### src/rtl/mips_ctrl_pkg.sv
// Purpose : shared encodings for the MIPS multicycle controller (opcodes, funct codes,
//           ALU control codes, mux select codes and the FSM state enum).
// Ports   : none (package only).
package mips_ctrl_pkg;

    // Primary opcodes, instruction[31:26]
    localparam logic [5:0] OP_RTYPE = 6'b000000;
    localparam logic [5:0] OP_LW    = 6'b100011;
    localparam logic [5:0] OP_SW    = 6'b101011;
    localparam logic [5:0] OP_BEQ   = 6'b000100;
    localparam logic [5:0] OP_BNE   = 6'b000101;
    localparam logic [5:0] OP_ADDI  = 6'b001000;
    localparam logic [5:0] OP_ANDI  = 6'b001100;
    localparam logic [5:0] OP_ORI   = 6'b001101;
    localparam logic [5:0] OP_SLTI  = 6'b001010;
    localparam logic [5:0] OP_J     = 6'b000010;

    // R-type funct codes, instruction[5:0]
    localparam logic [5:0] FN_ADD = 6'b100000;
    localparam logic [5:0] FN_SUB = 6'b100010;
    localparam logic [5:0] FN_AND = 6'b100100;
    localparam logic [5:0] FN_OR  = 6'b100101;
    localparam logic [5:0] FN_SLT = 6'b101010;

    // ALU control codes
    localparam logic [2:0] ALU_ADD = 3'b010;
    localparam logic [2:0] ALU_SUB = 3'b110;
    localparam logic [2:0] ALU_AND = 3'b000;
    localparam logic [2:0] ALU_OR  = 3'b001;
    localparam logic [2:0] ALU_SLT = 3'b111;

    // ALU B-operand mux selects
    localparam logic [1:0] SRCB_REGB    = 2'b00;
    localparam logic [1:0] SRCB_FOUR    = 2'b01;
    localparam logic [1:0] SRCB_IMM     = 2'b10;
    localparam logic [1:0] SRCB_IMM_SH2 = 2'b11;

    // PC source mux selects
    localparam logic [1:0] PCSRC_ALU    = 2'b00;
    localparam logic [1:0] PCSRC_ALUOUT = 2'b01;
    localparam logic [1:0] PCSRC_JUMP   = 2'b10;

    typedef enum logic [3:0] {
        S_FETCH   = 4'd0,
        S_DECODE  = 4'd1,
        S_MEMADR  = 4'd2,
        S_MEMRD   = 4'd3,
        S_MEMWB   = 4'd4,
        S_MEMWR   = 4'd5,
        S_EXECUTE = 4'd6,
        S_ALUWB   = 4'd7,
        S_BRANCH  = 4'd8,
        S_IMMEX   = 4'd9,
        S_IMMWB   = 4'd10,
        S_JUMP    = 4'd11
    } state_t;

endpackage

### src/rtl/mips_alu_decoder.sv
// Purpose : maps {op, funct} to ALU control, extender mode and instruction legality.
// Latency : purely combinational, zero cycles.
// Backpres: none; no handshake.
// Ports   : i_op/i_funct from IR; o_alu_control, o_ext_zero, o_legal.
module mips_alu_decoder
    import mips_ctrl_pkg::*;
(
    input  logic [5:0] i_op,
    input  logic [5:0] i_funct,
    output logic [2:0] o_alu_control,
    output logic       o_ext_zero,
    output logic       o_legal
);

    always_comb begin
        o_alu_control = ALU_ADD;
        o_ext_zero    = 1'b0;
        o_legal       = 1'b0;
        case (i_op)
            OP_RTYPE: begin
                o_legal = 1'b1;
                case (i_funct)
                    FN_ADD:  o_alu_control = ALU_ADD;
                    FN_SUB:  o_alu_control = ALU_SUB;
                    FN_AND:  o_alu_control = ALU_AND;
                    FN_OR:   o_alu_control = ALU_OR;
                    FN_SLT:  o_alu_control = ALU_SLT;
                    default: o_legal       = 1'b0;
                endcase
            end
            OP_LW, OP_SW, OP_BEQ, OP_BNE, OP_J: o_legal = 1'b1;
            OP_ADDI: begin
                o_legal       = 1'b1;
                o_alu_control = ALU_ADD;
            end
            OP_ANDI: begin
                o_legal       = 1'b1;
                o_alu_control = ALU_AND;
                o_ext_zero    = 1'b1;
            end
            OP_ORI: begin
                o_legal       = 1'b1;
                o_alu_control = ALU_OR;
                o_ext_zero    = 1'b1;
            end
            OP_SLTI: begin
                o_legal       = 1'b1;
                o_alu_control = ALU_SLT;
            end
            default: o_legal = 1'b0;
        endcase
    end

endmodule

### src/rtl/mips_multicycle_ctrl.sv
// Purpose : multicycle MIPS control FSM; sequences fetch/decode/execute/mem/writeback
//           and drives every datapath select and write strobe.
// Latency : state registered; outputs combinational from state (FETCH ir_write/pc_en
//           follow i_mem_ready, BRANCH pc_en follows i_zero).
// Backpres: FETCH, MEMRD and MEMWR hold with the request asserted until i_mem_ready.
// Ports   : i_clk, i_reset (async, active-high), i_op/i_funct from IR, i_zero from ALU,
//           i_mem_ready handshake; o_* datapath controls, o_illegal_op, o_state_dbg.
module mips_multicycle_ctrl
    import mips_ctrl_pkg::*;
(
    input  logic       i_clk,
    input  logic       i_reset,
    input  logic [5:0] i_op,
    input  logic [5:0] i_funct,
    input  logic       i_zero,
    input  logic       i_mem_ready,
    output logic       o_mem_req,
    output logic       o_mem_write,
    output logic       o_iord,
    output logic       o_ir_write,
    output logic       o_pc_en,
    output logic [1:0] o_pc_src,
    output logic       o_reg_write,
    output logic       o_reg_dst,
    output logic       o_mem_to_reg,
    output logic       o_alu_src_a,
    output logic [1:0] o_alu_src_b,
    output logic       o_ext_zero,
    output logic [2:0] o_alu_control,
    output logic       o_illegal_op,
    output logic [3:0] o_state_dbg
);

    state_t     r_state;
    state_t     w_next;
    logic [2:0] w_dec_alu;
    logic       w_dec_ext_zero;
    logic       w_dec_legal;

    // Raw strobes before the reset gate
    logic w_mem_req;
    logic w_mem_write;
    logic w_ir_write;
    logic w_pc_en;
    logic w_reg_write;
    logic w_illegal;

    mips_alu_decoder u_alu_dec (
        .i_op          (i_op),
        .i_funct       (i_funct),
        .o_alu_control (w_dec_alu),
        .o_ext_zero    (w_dec_ext_zero),
        .o_legal       (w_dec_legal)
    );

    always_ff @(posedge i_clk or posedge i_reset) begin
        if (i_reset) begin
            r_state <= S_FETCH;
        end else begin
            r_state <= w_next;
        end
    end

    always_comb begin
        w_next = S_FETCH;
        case (r_state)
            S_FETCH:   w_next = i_mem_ready ? S_DECODE : S_FETCH;
            S_DECODE: begin
                if (!w_dec_legal) begin
                    w_next = S_FETCH;
                end else begin
                    case (i_op)
                        OP_LW, OP_SW:                        w_next = S_MEMADR;
                        OP_RTYPE:                            w_next = S_EXECUTE;
                        OP_BEQ, OP_BNE:                      w_next = S_BRANCH;
                        OP_ADDI, OP_ANDI, OP_ORI, OP_SLTI:   w_next = S_IMMEX;
                        OP_J:                                w_next = S_JUMP;
                        default:                             w_next = S_FETCH;
                    endcase
                end
            end
            S_MEMADR:  w_next = (i_op == OP_LW) ? S_MEMRD : S_MEMWR;
            S_MEMRD:   w_next = i_mem_ready ? S_MEMWB : S_MEMRD;
            S_MEMWB:   w_next = S_FETCH;
            S_MEMWR:   w_next = i_mem_ready ? S_FETCH : S_MEMWR;
            S_EXECUTE: w_next = S_ALUWB;
            S_ALUWB:   w_next = S_FETCH;
            S_BRANCH:  w_next = S_FETCH;
            S_IMMEX:   w_next = S_IMMWB;
            S_IMMWB:   w_next = S_FETCH;
            S_JUMP:    w_next = S_FETCH;
            default:   w_next = S_FETCH;
        endcase
    end

    always_comb begin
        w_mem_req     = 1'b0;
        w_mem_write   = 1'b0;
        w_ir_write    = 1'b0;
        w_pc_en       = 1'b0;
        w_reg_write   = 1'b0;
        w_illegal     = 1'b0;
        o_iord        = 1'b0;
        o_pc_src      = PCSRC_ALU;
        o_reg_dst     = 1'b0;
        o_mem_to_reg  = 1'b0;
        o_alu_src_a   = 1'b0;
        o_alu_src_b   = SRCB_REGB;
        o_ext_zero    = 1'b0;
        o_alu_control = ALU_ADD;
        case (r_state)
            S_FETCH: begin
                w_mem_req   = 1'b1;
                o_alu_src_b = SRCB_FOUR;
                w_ir_write  = i_mem_ready;
                w_pc_en     = i_mem_ready;
            end
            S_DECODE: begin
                // ALU precomputes PC + (sext(imm) << 2) into ALUOut for a branch
                o_alu_src_b = SRCB_IMM_SH2;
                w_illegal   = ~w_dec_legal;
            end
            S_MEMADR: begin
                o_alu_src_a = 1'b1;
                o_alu_src_b = SRCB_IMM;
            end
            S_MEMRD: begin
                w_mem_req = 1'b1;
                o_iord    = 1'b1;
            end
            S_MEMWB: begin
                w_reg_write  = 1'b1;
                o_mem_to_reg = 1'b1;
            end
            S_MEMWR: begin
                w_mem_req   = 1'b1;
                w_mem_write = 1'b1;
                o_iord      = 1'b1;
            end
            S_EXECUTE: begin
                o_alu_src_a   = 1'b1;
                o_alu_control = w_dec_alu;
            end
            S_ALUWB: begin
                w_reg_write = 1'b1;
                o_reg_dst   = 1'b1;
            end
            S_BRANCH: begin
                o_alu_src_a   = 1'b1;
                o_alu_control = ALU_SUB;
                o_pc_src      = PCSRC_ALUOUT;
                w_pc_en       = (i_op == OP_BEQ) ? i_zero : ~i_zero;
            end
            S_IMMEX: begin
                o_alu_src_a   = 1'b1;
                o_alu_src_b   = SRCB_IMM;
                o_ext_zero    = w_dec_ext_zero;
                o_alu_control = w_dec_alu;
            end
            S_IMMWB: begin
                w_reg_write = 1'b1;
            end
            S_JUMP: begin
                o_pc_src = PCSRC_JUMP;
                w_pc_en  = 1'b1;
            end
            default: begin
                w_mem_req = 1'b0;
            end
        endcase
    end

    // The state register is already FETCH while reset is high, so selects come out
    // with FETCH values; only the strobes need masking so nothing fires during reset.
    assign o_mem_req    = w_mem_req   & ~i_reset;
    assign o_mem_write  = w_mem_write & ~i_reset;
    assign o_ir_write   = w_ir_write  & ~i_reset;
    assign o_pc_en      = w_pc_en     & ~i_reset;
    assign o_reg_write  = w_reg_write & ~i_reset;
    assign o_illegal_op = w_illegal   & ~i_reset;
    assign o_state_dbg  = r_state;

endmodule

### config.mk
export PLATFORM = sky130hd
export DESIGN_NAME = mips_multicycle_ctrl
export DESIGN_NICKNAME = d
export VERILOG_FILES = /design/src/rtl/mips_ctrl_pkg.sv /design/src/rtl/mips_alu_decoder.sv /design/src/rtl/mips_multicycle_ctrl.sv
export SDC_FILE = /design/constraint.sdc
export NUM_CORES = 1
export LEC_CHECK = 0
export CORE_MARGIN = 2
export CORE_UTILIZATION = 45
export CTS_BUF_LIST = sky130_fd_sc_hd__clkbuf_8
export DETAILED_ROUTE_END_ITERATION = 10
export PLACE_DENSITY = 0.87
export SETUP_SLACK_MARGIN = 0.4
export SLEW_MARGIN = 30
export SYNTH_ARGS = -nofsm -noshare
export SYNTH_HDL_FRONTEND = slang
export SYNTH_SLANG_ARGS = --single-unit
### constraint.sdc
create_clock -name i_clk -period 4.7 [get_ports i_clk]
set_input_delay 0.47 -clock i_clk [delete_from_list [all_inputs] [get_ports i_clk]]
set_output_delay 0.47 -clock i_clk [all_outputs]
set_load 0.01 [all_outputs]
# Word-level counts from Yosys, hierarchy flattened
# Cells that the tools add are included.
totals:
  register_bits: 4
  in_bits: 16
  word_cells: 76
op_classes:
  eq_ne: 25
  muxes: 27
  bitwise: 9
  n_reduce_logical: 14
op_table:
  columns: ["op", "count"]
  rows:
  - ["6-bit equality test (second input constant)", 7]
  - ["4-bit one-hot mux with 7 select lines", 1]
  - ["6-bit by 4-bit equality test with 1-bit output (second input constant)", 4]
  - ["3-bit one-hot mux with 4 select lines", 2]
  - ["4-bit one-hot mux with 5 select lines", 1]
  - ["4-bit by 3-bit equality test with 1-bit output (second input constant)", 4]
  - ["4-bit equality test (second input constant)", 4]
  - ["1-bit two-way mux", 14]
  - ["6-bit by 3-bit equality test with 1-bit output (second input constant)", 2]
  - ["2-bit OR reduction", 6]
  - ["3-bit two-way mux", 3]
  - ["9-bit OR reduction", 1]
  - ["4-bit by 2-bit equality test with 1-bit output (second input constant)", 2]
  - ["4-bit OR reduction", 2]
  - ["1-bit AND", 6]
  - ["6-bit by 2-bit equality test with 1-bit output (second input constant)", 1]
  - ["6-bit zero test", 1]
  - ["2-bit one-hot mux with 3 select lines", 1]
  - ["3-bit one-hot mux with 2 select lines", 1]
  - ["3-bit OR reduction", 2]
  - ["5-bit OR reduction", 1]
  - ["4-bit by 1-bit equality test with 1-bit output (second input constant)", 1]
  - ["4-bit zero test", 1]
  - ["4-bit two-way mux", 1]
  - ["4 further kinds", 6]

# Longest topological paths before layout
# Gate-level depths: netlist of the first run.
depth:
  depth_word: 7
  ltp_mapped: 6
  ltp_nobuf: 5

# By module
# Synthesis of the first run repeated with hierarchy kept, for this count alone.
unflattened:
  hier_cells: 108
  area_unflattened_um2: 914.6
modules_own_cells:
  columns: ["mod", "instances", "cells_each", "area_per_inst_um2", "seq_area_each_um2"]
  rows:
  - ["mips_multicycle_ctrl", 1, 86, 747.0, 100.1]
  - ["mips_alu_decoder", 1, 22, 167.7, 0.0]

# Worst setup path before layout of the first run
# Ideal clock, no wire load.
synth_timing:
  path_kind: "input to output"
  from: "in i_op[3]"
  to: "out o_alu_control[0]"
  arrival_ns: 1.902
  required_ns: 4.230
  path_slack_ns: 2.328
  cell_stages: 5
  n_path_buf: 1
  cell_sequence: "buf_6 > or3_4 > or4_4 > o32a_1 > nor2_1"
synth_via:
  elab_chain_len: 3
  elab_cells_between_ends: 6
  cone_classes: "eq/ne (3); mux (2); reduce/logical (1)"
synth_lines:
  columns: ["item", "line_no", "source"]
  rows:
  - ["from (decl)", "mips_multicycle_ctrl.sv:13", "input logic [5:0] i_op,"]
  - ["6-bit by 4-bit equality test with 1-bit output / 6-bit zero test (equally long branches)", "mips_alu_decoder.sv:19", "case (i_op)"]
  - ["3-bit one-hot mux with 4 select lines (*)", "mips_alu_decoder.sv:19", null]
  - ["3-bit one-hot mux with 2 select lines (*)", "mips_multicycle_ctrl.sv:111", "case (r_state)"]
  - ["to (decl)", "mips_multicycle_ctrl.sv:29", "output logic [2:0] o_alu_control,"]
# Every way passes the cells marked *; elsewhere a longest branch is shown, timed or not.

# Worst setup path in the final report of the first run
# Same ends and word-level chain as after synthesis.

==> results of run 1 <==
-- per-layer routing --
layer  track usage [%]  vias up  wire length, um
li1                  -      511                -
met3              4.76        2              171
met2              38.3       59             1150
met1              27.4      469              996
met5                 0        -                0
met4              7.43        0               16
-- power groups by stage --
stage / clock (uW) / combinational, uW / sequential (uW)
global placement: 0 / 148 / 59.3
finish: 70.7 / 152 / 60.2
detailed placement: 0 / 150 / 60.0
floorplan: 0 / 92.7 / 48.1
CTS: 72.4 / 151 / 59.5
global route: 77.5 / 164 / 61.6
-- cell usage after synthesis (2+ instances only) --
master	instances	area (um2)
o221ai_1	2	17.5
nand2_1	8	30.0
nor4_1	3	18.8
a21oi_1	4	20.0
o21ai_0	5	25.0
nand2b_1	5	31.3
buf_4	2	15.0
nor3_1	14	70.1
dfrtp_1	4	100
mux2i_1	3	30.0
inv_1	5	18.8
xnor2_1	3	26.3
nand4_1	2	12.5
or3_1	3	18.8
nor2_1	18	67.6
nand3_1	4	20.0
clkbuf_1	5	18.8
nor2b_1	6	37.5
a22oi_1	2	15.0
-- worst paths after layout --
| path | to | cells after the start | slack [ps] |
|---|---|---|---|
| max | o_alu_control[0] | 6 | 1290 |
| min in group i_clk | o_state_dbg[0]$_DFF_PP0_ | 1 | 800 |
| min reg2reg | o_state_dbg[0]$_DFF_PP0_ | 1 | 800 |
| max reg2reg | o_state_dbg[0]$_DFF_PP0_ | 5 | 2910 |
| min | o_state_dbg[0]$_DFF_PP0_ | 2 | 650 |
| max in group asynchronous | o_state_dbg[2]$_DFF_PP0_ | 2 | 3890 |
-- area by class of cell --
type | instances | area (um2) | share of cell area (%)
Timing Repair Buffer | 37 | 370 | 31.6
Clock buffer | 3 | 41.3 | 3.52
Sequential cell | 4 | 100 | 8.53
Tap cell | 17 | 21.3 | 1.81
Multi-Input combinational cell | 103 | 622 | 53.0
Inverter | 5 | 18.8 | 1.60
-- logic make-up after synthesis --
logic type,Yosys count,share of synthesized area (%)
AOI/OAI and AO/OA,27,24.5
muxes,3,3.80
DFF,4,12.7
buffers and inverters,14,8.70
and+or+nand+nor,70,47.0
xor gates and xnor gates,3,3.32
-- placed cells by master, fill, tap and decap left out, types with 2 or more instances in the layout --
cell              n
a22oi_1           2
or3_1             3
a21oi_1           4
inv_1             5
clkbuf_8          3
nor2b_1           6
xnor2_1           3
o221ai_1          2
nand2_1           8
nand4_1           2
nor3_1           14
nor4_1            3
dfrtp_1           4
clkdlybuf4s50_1  37
mux2i_1           3
nand3_1           4
nand2b_1          5
o21ai_0           5
nor2_1           18
-- metrics by stage --
step	hold slack [ps]	instances	instance area, um2
3_5_place_dp	790	166	1130
6_report	649	169	1170
5_1_grt	661	169	1170
2_1_floorplan	236	121	791
4_1_cts	643	169	1170
3_3_place_gp	755	166	1130
==> run summary, run 1 <==
Status -> finished, final reports clean
Nets -> 170
WP data arrival -> 2940 ps
Sequential power share -> 21.3%
CP peak stage delay -> 570 ps
Mapped Cells -> 121
Initial DRC Count -> 42
Post-CTS Setup Repair Bufs -> 0
DP HPWL -> 1.81 mm
First-pass GRT wire length -> 3.54 mm
Internal -> 176 uW
CTS clk-pin slew, worst paths -> 30 ps
Drt total wl -> 2.34 mm
Place WS -> 1290 ps
Max reg flops -> 4
Overflow after GRT -> 0
Fmax -> 293 MHz
Total negative slack -> 0 ps
Least-Margin Pin Slew -> 527 ps
CTS resizes -> 0
Asr flop ratio synth -> 100%
Initial core utilization -> 46.8%
Final setup vio count -> 0
Rows -> 15
GRT Util Overall -> 22.4%
CTS tree -> built
Yosys warns -> 0
Critical path required time -> 4230 ps
Die height -> 45.9 um
Most used cell, CP -> clkdlybuf4s50_1
Synthesized Nets -> 137
Vias in the first global route -> 837
CP top delay family -> buffers and inverters
Critical-path top delay cell -> clkdlybuf4s50_1
CTS Root Buffer Type -> clkbuf_8
Final Util -> 69.5%
Sw Pwr -> 107 uW
RSZ-0062 raised after global routing -> no
Primary FF master, synth -> dfrtp_1
Fin crit share -> 72.5%
Top Ports -> 38
Worst Skew -> 4.43 ps
Largest net degree at the start of global routing -> 19
Cell Area, Synth -> 791 um2
Crit path time final -> 3410 ps
CORE AREA -> 1690 um2
Routed len/inst -> 13.8 um
CTS Buffer Depth -> 2
Initial antenna violation count -> 0
Crit end category -> primary output
Port buffer count -> 37
FILL cells -> 139
CP Launch Type -> input pin
Die area -> 2110 um2
Clk_lat worst skew -> 210 ps
Drt drc -> 0
Cell Pwr Density -> 241 nW/um2
CTS H-Tree Depth -> 1
Sw Ratio -> 37.7%
Layout cells sized above 1 -> 5.26%
Final Max Tran Viols -> 0
Total leakage power -> 0.000410 uW
Placer Congestion -> 0.887
CP Buf/Inv Count -> 2
Max_cap viols -> 0
Via count -> 1041
Clock power share -> 25.0%
Combinational fraction of design power -> 53.7%
Post-synth EDFFs -> 0
Drt first pass iters -> 4
Synthesized flop and latch total -> 4
Min-Delay Path Class -> input pin to async pin
Setup crit start -> i_op[3]
Syn Area/Cell -> 6.54 um2
Total power -> 283 uW
CP Max Fanout -> 9
Worst IR Drop VDD -> 0.160 mV
Routed Antenna Nets -> 0
# diodes -> 0
Post-CTS Hold Fix Bufs -> 0
Reg-to-reg startpoint -> o_state_dbg[1]$_DFF_PP0_
Total CTS buffers -> 3
TritonCTS Sinks -> 4
Distinct cells, synth -> 42
Final worst slack -> 1290 ps
CP cell instances -> clkdlybuf4s50_1 -> or3_4 -> or4_4 -> o32a_1 -> nor2_1 -> clkdlybuf4s50_1
DR vias/cell -> 6.16
Fin. Hold Viols -> 0
Seq/Total Area, Yosys -> 12.7%
Die width -> 45.9 um
Crit Path Class -> input pin to primary output
P&R area growth vs syn -> 48.4%
Slew headroom -> 64.9%
Note: power is estimated with default switching activity, not from simulation.
==> inputs of run 2 (changes only) <==
Settings changed: CORE_UTILIZATION 45 to 38, PLACE_DENSITY 0.87 to 0.79.
Clock period 4.7 ns to 3.1 ns, I/O delays scaled along.
==> run summary, run 2 (synthesis results as in run 1) <==
Critical path required time -> 2790 ps
Die width -> 49.6 um
Routed Antenna Nets -> 0
Most used cell, CP -> clkdlybuf4s50_1
Initial DRC Count -> 18
Overflow after GRT -> 0
Fmax -> 383 MHz
FILL cells -> 202
Final setup vio count -> 0
Crit Path Class -> input pin to primary output
Register-to-Register Path Depth -> 5
CP Max Fanout -> 3
GRT Util Overall -> 22.3%
Final Max Tran Viols -> 0
Worst Skew -> 5.57 ps
CTS Buffer Depth -> 2
Total leakage power -> 0.000470 uW
Port buffer count -> 37
Max reg flops -> 4
Crit path time final -> 2610 ps
CP Launch Type -> input pin
Cell Pwr Density -> 354 nW/um2
Critical-path top delay cell -> clkdlybuf4s50_1
# diodes -> 0
Worst IR Drop VDD -> 0.286 mV
CTS Root Buffer Type -> clkbuf_8
Crit path depth -> 6
Final worst slack -> 487 ps
Die height -> 49.6 um
Status -> finished, final reports clean
Via count -> 1063
Layout cells sized above 1 -> 10.8%
Top Ports -> 38
Clk_lat worst skew -> 220 ps
Drt drc -> 0
CORE AREA -> 1960 um2
Rows -> 16
Crit end category -> primary output
Place WS -> 224 ps
Drt first pass iters -> 5
Multi-input gate area -> 627 um2
Max_cap viols -> 0
Total CTS buffers -> 3
DR vias/cell -> 5.78
CP cell instances -> clkdlybuf4s50_1 -> or3_4 -> nor4_1 -> o41ai_1 -> nand4b_1 -> clkdlybuf4s50_1
Initial core utilization -> 40.3%
Die area -> 2460 um2
WP data arrival -> 2300 ps
P&R area growth vs syn -> 56.5%
Least-Margin Pin Slew -> 468 ps
Most common cell after layout, fill and taps aside -> clkdlybuf4s50_1
Sequential standard cell area -> 104 um2
CP top delay family -> buffers and inverters
CP peak stage delay -> 540 ps
Placer Congestion -> 0.838
CTS H-Tree Depth -> 1
Fin crit share -> 84.3%
Total negative slack -> 0 ps
CTS tree -> built
TritonCTS Sinks -> 4
RSZ-0062 raised after global routing -> no
Drt total wl -> 2.53 mm
Vias in the first global route -> 1006
DP HPWL -> 1.92 mm
CTS clk-pin slew, worst paths -> 30 ps
Most frequent cells in the layout -> clkdlybuf4s50_1, nor2_1, nor3_1, nand2_1, nor2b_1
Nets -> 175
CP Buf/Inv Count -> 2
Fin. Hold Viols -> 0
Routed len/inst -> 13.8 um
Initial antenna violation count -> 0
Min-Delay Path Class -> input pin to async pin
Largest net degree at the start of global routing -> 19
First-pass GRT wire length -> 4.37 mm
Slew headroom -> 68.8%
[run 2: where the power goes]
part | switching, uW | total, uW | internal [uW]
clock network | 26.4 | 109 | 82.7
logic | 107 | 235 | 128
registers | 32.3 | 93.6 | 61.2
[run 2: path summary, 6_finish.rpt]
check / end / from / slack [ps]
setup / recovery: o_alu_control[1] / i_op[3] / 490
hold / removal: o_state_dbg[3]$_DFF_PP0_ / i_reset / 470
setup reg to reg: o_state_dbg[0]$_DFF_PP0_ / o_state_dbg[1]$_DFF_PP0_ / 1380
hold reg to reg: o_state_dbg[0]$_DFF_PP0_ / o_state_dbg[0]$_DFF_PP0_ / 810
max in group asynchronous: o_state_dbg[2]$_DFF_PP0_ / i_reset / 2460
min in group i_clk: o_state_dbg[0]$_DFF_PP0_ / i_mem_ready / 610
[run 2: what timing repair did]
item | 4_1_cts | 5_1_grt
gates resized for setup | 2 | 7
endpoints found under the setup margin | 2 | 3
hold buffers | 0 | 0
buffers inserted | 0 | 0
[run 2: stage by stage]
stage                     instances  total power, uW  hold slack, ps  instance area, um2  utilization (%)
after floorplan                 121              214            76.1                 791                -
after global placement          181              319             712                1180             60.3
after detailed placement        181              326             699                1180             60.3
after CTS                       184              435             478                1220             62.2
after global routing            184              470             511                1240             63.1
final                           184              438             472                1240             63.1
[run 2: layout make-up]
type / instances / area share (%)
multi-input cells: 103 / 50.7
repair buffers: 42 / 33.4
flip-flops and latches: 4 / 8.39
clock buffers: 3 / 3.34
well taps: 27 / 2.73
inverters: 5 / 1.52
[run 2: layer usage]
metal  track usage, %  part of all wire [%]
met2             40.9                    48
met4             7.87                   2.2
met1             25.8                    43
met3             3.64                   6.6
met5                0                     0
==> inputs of run 3 (changes only) <==
Settings changed: CORE_UTILIZATION 38 to 42, PLACE_DENSITY 0.79 to 0.82.
Clock period 3.1 ns to 2.7 ns, I/O delays scaled along.
==> run summary, run 3 (synthesis results as in run 1) <==
TritonCTS Sinks -> 4
Clk_lat worst skew -> 220 ps
Placer Congestion -> 0.904
CTS Root Buffer Type -> clkbuf_8
# diodes -> 0
Fmax -> 443 MHz
Via count -> 1121
Combinational fraction of design power -> 57.2%
FILL cells -> 141
Slew headroom -> 73.7%
Sw Pwr -> 199 uW
Worst IR Drop VDD -> 0.243 mV
Sw Ratio -> 38.5%
Worst Skew -> 2.53 ps
CORE AREA -> 1750 um2
DR vias/cell -> 5.87
Largest net degree at the start of global routing -> 16
CP Max Fanout -> 5
Critical path required time -> 2430 ps
Total negative slack -> 0 ps
Status -> finished, final reports clean
Overflow after GRT -> 0
Initial antenna violation count -> 0
Layout cells sized above 1 -> 19.3%
Most common cell after layout, fill and taps aside -> clkdlybuf4s50_1
Post-DP Area -> 1230 um2
Most frequent cells in the layout -> clkdlybuf4s50_1, nor2_1, buf_4, nor3_1, nand2_1
GRT Util Overall -> 26.3%
CTS H-Tree Depth -> 1
Internal -> 319 uW
WP data arrival -> 1990 ps
Final Max Tran Viols -> 0
CTS Buffer Depth -> 2
CTS tree -> built
Port buffer count -> 37
Total leakage power -> 0.000544 uW
Hold_ws -> 421 ps
DP HPWL -> 2.05 mm
Cell Pwr Density -> 389 nW/um2
Least-Margin Pin Slew -> 384 ps
Initial DRC Count -> 28
Rows -> 15
Crit end category -> primary output
Drt drc -> 0
Max_cap viols -> 0
Top Ports -> 38
Total CTS buffers -> 3
CTS clk-pin slew, worst paths -> 30 ps
Routed len/inst -> 13.7 um
First-pass GRT wire length -> 4.15 mm
RSZ-0062 raised after global routing -> no
Min-Delay Path Class -> input pin to async pin
Vias in the first global route -> 986
CP peak stage delay -> 570 ps
Die width -> 47.4 um
Fin. Hold Viols -> 0
Final setup vio count -> 0
Routed Antenna Nets -> 0
Sequential power share -> 18.5%
Clock power share -> 24.2%
Max reg flops -> 4
Crit path time final -> 2260 ps
Die height -> 47.4 um
Drt total wl -> 2.61 mm
Initial core utilization -> 45.3%
Most used cell, CP -> nor2_1
Fin crit share -> 83.5%
P&R area growth vs syn -> 68.5%
Die area -> 2250 um2
CP cell instances -> clkdlybuf4s50_1 -> or3b_2 -> nor2_1 -> a31oi_1 -> a2bb2oi_1 -> nor2_1 -> dlygate4sd2_1
CP Launch Type -> input pin
Final instance area -> 1330 um2
Critical-path top delay cell -> clkdlybuf4s50_1
Nets -> 184
Post-CTS Hold Fix Bufs -> 0
Drt first pass iters -> 4
Crit Path Class -> input pin to primary output
run 3: cell types whose count changed in the layout (fill, tap and decap cells not counted), sizes merged:
cell	change
buf	+10
clkdlybuf4s50	-5
dlygate4sd2	+3
dlymetal6s2s	+1
run 3: path summary, 6_finish.rpt:
path / from / end / slack [ps] / cells after the start
max: i_mem_ready / o_pc_en / 440 / 7
min in group i_clk: i_op[4] / o_state_dbg[3]$_DFF_PP0_ / 590 / 5
max reg2reg: o_state_dbg[1]$_DFF_PP0_ / o_state_dbg[0]$_DFF_PP0_ / 1180 / 5
min: i_reset / o_state_dbg[1]$_DFF_PP0_ / 420 / 3
min reg2reg: o_state_dbg[3]$_DFF_PP0_ / o_state_dbg[0]$_DFF_PP0_ / 710 / 2
max in group asynchronous: i_reset / o_state_dbg[0]$_DFF_PP0_ / 2120 / 3
run 3: power by group through the flow:
stage	clock network, uW	registers [uW]	logic [uW]
finish	126	95.9	296
global route	135	97.7	323
CTS	128	96.8	288
detailed placement	0	95.3	290
global placement	0	94.0	284
floorplan	0	83.8	161
run 3: per-layer routing:
layer / up-vias / routed length [um] / share of wire [%] / global-route usage [%]
met5: - / 0 / 0 / 0
met4: 0 / 71 / 2.7 / 16.1
met3: 10 / 163 / 6.2 / 4.23
met2: 61 / 1280 / 49 / 47.0
met1: 512 / 1100 / 42 / 28.5
li1: 538 / - / - / -
run 3: timing repair:
item,4_1_cts,5_1_grt
resized for setup,13,11
pin swaps,0,3
endpoints found under the setup margin,10,9
buffers inserted,0,2
run 3: cell type report:
| cell class | instances | area (um2) | share of cell area (%) |
|---|---|---|---|
| clock buffers | 3 | 41.3 | 3.10 |
| inverters | 5 | 18.8 | 1.41 |
| repair buffers | 51 | 474 | 35.6 |
| flip-flops and latches | 4 | 104 | 7.79 |
| multi-input cells | 103 | 663 | 49.8 |
| well taps | 25 | 31.3 | 2.35 |
run 3: worst max-delay path: cells and delay by family:
| kind | cells | cell delay (ps) |
|---|---|---|
| buffers and inverters | 2 | 840 |
| AO/OA/AOI/OAI | 2 | 200 |
| AND/OR/NAND/NOR | 3 | 670 |
run 3: stage by stage:
stage,cells,utilization (%),worst slack (ps),total power [uW]
after floorplan,121,-,728,245
after global placement,186,70.6,-45.9,378
after detailed placement,186,70.6,-77.1,386
after CTS,189,74.3,191,513
after global routing,191,76.3,405,556
final,191,76.3,444,518
